### src/rtl/arb_bus_mux.sv
// arb_bus_mux: moves the granted master's burst onto one shared valid/ready bus,
// signals per-master beat/completion strobes and flags grant-protocol violations.
module arb_bus_mux #(
    parameter int DW = 8,
    parameter int LW = 4
) (
    input  logic          clock,
    input  logic          reset,
    input  logic          gnt0,
    input  logic          gnt1,
    input  logic          gnt2,
    input  logic          gnt3,
    input  logic [LW-1:0] len0,
    input  logic [LW-1:0] len1,
    input  logic [LW-1:0] len2,
    input  logic [LW-1:0] len3,
    input  logic [DW-1:0] data0,
    input  logic [DW-1:0] data1,
    input  logic [DW-1:0] data2,
    input  logic [DW-1:0] data3,
    input  logic          bus_ready,
    output logic          bus_valid,
    output logic [DW-1:0] bus_data,
    output logic [1:0]    bus_src,
    output logic          bus_last,
    output logic          take0,
    output logic          take1,
    output logic          take2,
    output logic          take3,
    output logic          done0,
    output logic          done1,
    output logic          done2,
    output logic          done3,
    output logic          abort,
    output logic          gnt_err
);
    typedef enum logic [1:0] {IDLE, XFER, DONE, WAIT_REL} state_t;
    state_t            state, state_nx;
    logic [1:0]        src, src_nx;
    logic [LW-1:0]     len_q, len_nx, cnt, cnt_nx;
    logic              abort_nx;
    logic [3:0]        gnt, take, done;
    logic [3:0][LW-1:0] len_v;
    logic [3:0][DW-1:0] data_v;
    logic [2:0]        gnt_cnt;
    logic [1:0]        gnt_idx;
    assign gnt     = {gnt3, gnt2, gnt1, gnt0};
    assign len_v   = {len3, len2, len1, len0};
    assign data_v  = {data3, data2, data1, data0};
    assign gnt_cnt = 3'(gnt0) + 3'(gnt1) + 3'(gnt2) + 3'(gnt3);
    // only meaningful when exactly one grant is high
    assign gnt_idx = {gnt[3] | gnt[2], gnt[3] | gnt[1]};
    assign bus_valid = state == XFER;
    assign bus_last  = bus_valid && cnt == len_q;
    assign bus_src   = src;
    assign bus_data  = data_v[src];
    // a beat offered while the grant is already gone is not accepted
    assign take = (bus_valid && bus_ready && gnt[src]) ? 4'b0001 << src : 4'b0000;
    assign done = (state == DONE) ? 4'b0001 << src : 4'b0000;
    assign {take3, take2, take1, take0} = take;
    assign {done3, done2, done1, done0} = done;
    always_comb begin
        state_nx = state;
        src_nx   = src;
        len_nx   = len_q;
        cnt_nx   = cnt;
        abort_nx = 1'b0;
        case (state)
            IDLE: if (gnt_cnt == 3'd1) begin
                state_nx = XFER;
                src_nx   = gnt_idx;
                len_nx   = len_v[gnt_idx];
                cnt_nx   = '0;
            end
            XFER: if (!gnt[src]) begin
                state_nx = IDLE;
                abort_nx = 1'b1;
            end else if (bus_ready) begin
                state_nx = bus_last ? DONE : XFER;
                cnt_nx   = bus_last ? cnt : cnt + 1'b1;
            end
            DONE:     state_nx = WAIT_REL;
            WAIT_REL: state_nx = gnt[src] ? WAIT_REL : IDLE;
            default:  state_nx = IDLE;
        endcase
    end
    always_ff @(posedge clock) begin
        if (!reset) begin
            state   <= IDLE;
            src     <= '0;
            len_q   <= '0;
            cnt     <= '0;
            abort   <= 1'b0;
            gnt_err <= 1'b0;
        end else begin
            state   <= state_nx;
            src     <= src_nx;
            len_q   <= len_nx;
            cnt     <= cnt_nx;
            abort   <= abort_nx;
            gnt_err <= gnt_err | (gnt_cnt > 3'd1);
        end
    end
endmodule

### config.mk
export PLATFORM = sky130hd
export DESIGN_NAME = arb_bus_mux
export DESIGN_NICKNAME = d
export VERILOG_FILES = /design/src/rtl/arb_bus_mux.sv
export SDC_FILE = /design/constraint.sdc
export NUM_CORES = 1
export LEC_CHECK = 0
export BUFFER_PORTS_ARGS = -buffer_cell sky130_fd_sc_hd__buf_2
export CAP_MARGIN = 20
export CORE_MARGIN = 2
export CORE_UTILIZATION = 46
export DETAILED_ROUTE_END_ITERATION = 10
export PLACE_DENSITY_LB_ADDON = 0.12
export SETUP_SLACK_MARGIN = 0.3
export SLEW_MARGIN = 0
export SYNTH_ARGS = -nofsm -noshare
export SYNTH_HDL_FRONTEND = slang
export SYNTH_SLANG_ARGS = --single-unit
### constraint.sdc
create_clock -name clock -period 4.95 [get_ports clock]
set_input_delay 0.7425 -clock clock [delete_from_list [all_inputs] [get_ports clock]]
set_output_delay 0.7425 -clock clock [all_outputs]
set_load 0.03 [all_outputs]
==> flow_metrics.py <==
metrics = {
    "drt": {
        "final_antenna_net_count": 0,
        "detail_route.wl_per_cell_um": 12.85,
        "wirelength_um": 2995,
        "num_vias": 1263,
        "drtIter0Drc": 16,
        "drc": 0,
        "drt-pass1-iter-count": 4,
        "vias_per_cell": 5.421,
    },
    "critical_path": {
        "start_kind": "primary input",
        "timing.rr.end": "cnt[0]$_SDFFE_PN0P_",
        "worstPathMaxFanout": 12,
        "max_stage_delay_ns": 0.82,
        "r2r_start": "bus_src[1]$_SDFFE_PN0P_",
        "path_cells": "buf_2 > inv_1 > fa_1 > inv_1 > ha_1 > inv_1 > ha_1 > or3b_1 > nor3_1 > o21ai_0 > a21oi_1",
        "worstPathRequired_ns": 5.16,
        "r2r_cells": 5,
        "cp_top_family": "simple AND/OR/NAND/NOR gates",
        "worst-path-buf-inv": 4,
        "worstSetupPathType": "primary input to flop",
        "cp.depth": 11,
        "cp.arrival_ns": 3.65,
        "cpMostUsedCell": "inv_1",
        "worstSetupEndpointType": "flop",
        "worst-r2r-setup-slack_ns": 2.79,
        "slowest_stage": "nor3_1",
    },
    "global_route": {
        "grt_first_pass_wirelength_um": 5313,
        "grt_usage_pct": 20.78,
        "grt_overflow_total": 0,
        "antenna_found_initial": 0,
        "first_global_vias": 1312,
        "grt_max_degree": 19,
    },
    "logic_synthesis": {
        "synth_edf_count": 0,
        "avgSynthCellArea_um2": 8.961,
        "syn_area_um2": 1219,
        "synth.area.top_cells": "dfxtp_1 23%, mux4_2 15%, mux2i_1 5.7%, ha_1 4.1%, nand2_1 3.7%",
        "netlist.top_cell.by_area": "dfxtp_1",
        "netlist_instances": 136,
        "async_flop_share_pct": 0,
        "ys_types": 39,
        "synthFlopType": "dfxtp_1",
        "yosys_warnings": 0,
        "synth-seq-area-share_pct": 23.00,
        "synth_seq_cells": 14,
        "yosysTopAreaCellShare_pct": 23.00,
        "synthesis.nets": 196,
    },
    "layout": {
        "fin_cells": 233,
        "fillers": 245,
        "diodes": 0,
        "fin_area_um2": 1597,
        "area_growth_pct": 31.01,
        "num-nets-final": 265,
        "drive_gt1_share_pct": 44.33,
    },
    "clocking": {
        "clk_path_buf_depth": 2,
        "clk_transition_reported_paths_ns": 0.08,
        "clock-sinks": 14,
        "clk_latency_ns": 0.27,
        "cts_inserted_buffers": 3,
        "htree_levels": 1,
        "cts_resized": 0,
        "cts_tree": "done",
        "holdBufCountCts": 0,
        "post_cts_buffers": 0,
        "cts.root.buffer_cell": "clkbuf_4",
    },
    "timing": {
        "fin_crit_sh_pct": 69.47,
        "finalWorstSetupSlack_ns": 1.511,
        "max_freq_ghz": 0.2908,
        "fin_skew_ns": 0.003979,
        "setup_viol": 0,
        "setup-tns-final_ns": 0,
        "hold_viol": 0,
        "rsz0062_at_grt": "no",
        "worstMarginPinSlew_ns": 1.053,
        "report.final.slew_viol_count": 0,
        "fin_crit_ns": 3.439,
        "max_slew_margin_pct": 29.25,
    },
    "floorplanning": {
        "rows": 18,
        "num_io_pins": 77,
        "chipHeight_um": 55.47,
        "dieArea_um2": 3077,
        "die_x_um": 55.47,
        "start_util_pct": 48.75,
        "coreArea_um2": 2500,
    },
    "hold_path": {
        "holdCritPathClass": "flop to flop",
        "hp-start": "gnt_err$_SDFF_PN0_",
        "holdPathEnd": "gnt_err$_SDFF_PN0_",
        "hold_depth": 2,
    },
    "place": {
        "dp_hpwl_um": 2445,
        "gp_congestion": 0.7616,
        "preCtsSetupSlack_ns": 1.212,
        "post_dp_cell_area_um2": 1574,
        "port_buffers": 76,
        "dp_cells": 230,
    },
    "power": {
        "power_leakage_nw": 0.7685,
        "p_sw_w": 0.0001962,
        "max-vdd-ir-drop_v": 0.0002027,
        "power_switching_share_pct": 43.38,
        "p_int_w": 0.0002561,
        "sequentialPowerShare_pct": 35.1,
        "clockPowerShare_pct": 13.6,
        "p_comb_share_pct": 51.3,
        "p_per_area_nw_per_um2": 283.3,
    },
    "outcome": {
        "outcome": "completed",
    },
    "run": {
        "maxCapViolCount": 0,
    },
}
sequential cells by signal, summed over array words and instances, names as in the netlist:
signal   count
state        2
bus_src      2
abort        1
gnt_err      1
cnt          4
len_q        4
tightest hold or removal path: cells and delay by family, from the launching register on:
kind / cells / cell delay (ns)
buffers and inverters: 1 / 0.05
AOI/OAI and AO/OA: 1 / 0.07
DFF: 1 / 0.32
through the flow:
| step | power [W] | hold slack (ns) | utilization, % |
|---|---|---|---|
| floorplan | 0.0003374 | 0.4686 | - |
| global placement | 0.0003886 | 0.4479 | 62.96 |
| detailed placement | 0.0003944 | 0.4758 | 62.96 |
| CTS | 0.0004577 | 0.4883 | 63.86 |
| global route | 0.0004851 | 0.5105 | 63.86 |
| finish | 0.0004523 | 0.4898 | 63.86 |
layer usage:
metal / track usage (%) / part of all wire, % / wire length [um] / vias up
li1: - / - / - / 632
met1: 22.71 / 41 / 1221 / 581
met2: 40.14 / 51 / 1542 / 46
met3: 3.513 / 6.8 / 203 / 4
met4: 6.272 / 0.90 / 27 / 0
met5: 0 / 0 / 0 / -
kinds of logic after synthesis:
family	count (synthesis)	share of synthesized area, %
AO/OA/AOI/OAI	33	21.77
XOR/XNOR	4	2.874
adder cells (fa/ha/maj)	5	5.750
buffers and inverters	21	7.905
flip-flops	14	23.00
multiplexers	15	20.53
AND/OR/NAND/NOR	44	18.17
cell usage in the layout (no fill, tap or decap), types with 5 or more instances in the layout:
master and count:
mux4_2 8, nand2_1 12, a21oi_1 7, inv_1 9, mux2i_1 7, o21ai_0 5
buf_2 76, nor2_1 11, nor3_1 7, dfxtp_1 14
synthesized netlist by cell type, types with 2 or more instances:
master,number
inv_1,9
dfxtp_1,14
nand3_1,3
buf_2,2
a21oi_1,7
nor2_1,11
mux4_2,8
o211a_1,3
nand2_1,12
xnor2_1,4
mux2i_1,7
buf_4,2
nand2b_1,2
a221oi_1,4
o21ai_0,5
ha_1,4
nor3_1,7
a21boi_0,3
clkbuf_1,6
a22o_1,4
worst max path at each step:
stage / end / startpoint / slack (ns)
final: len_q[0]$_SDFFE_PN0P_ / gnt1 / 1.51
after global routing: len_q[1]$_SDFFE_PN0P_ / gnt1 / 1.23
after CTS: len_q[3]$_SDFFE_PN0P_ / gnt1 / 1.51
after detailed placement: len_q[3]$_SDFFE_PN0P_ / gnt1 / 1.21
after global placement: bus_src[0]$_SDFFE_PN0P_ / gnt1 / 1.44
after floorplan: cnt[0]$_SDFFE_PN0P_ / gnt1 / 1.48
power by group through the flow:
stage / Clock (W) / Combinational (W) / Sequential, W
3_5_place_dp: 0 / 0.000233 / 0.000161
3_3_place_gp: 0 / 0.000229 / 0.000160
6_report: 0.0000615 / 0.000232 / 0.000159
4_1_cts: 0.0000650 / 0.000234 / 0.000159
5_1_grt: 0.0000706 / 0.000251 / 0.000163
2_1_floorplan: 0 / 0.000192 / 0.000145
layout make-up:
| class | count | area [um2] | area share [%] |
|---|---|---|---|
| clock buffers | 3 | 22.52 | 1.411 |
| inverters | 9 | 33.78 | 2.116 |
| multi-input cells | 101 | 842.1 | 52.74 |
| flip-flops and latches | 14 | 280.3 | 17.55 |
| well taps | 30 | 37.54 | 2.351 |
| repair buffers | 76 | 380.4 | 23.82 |
(Power assumes the default switching activity.)
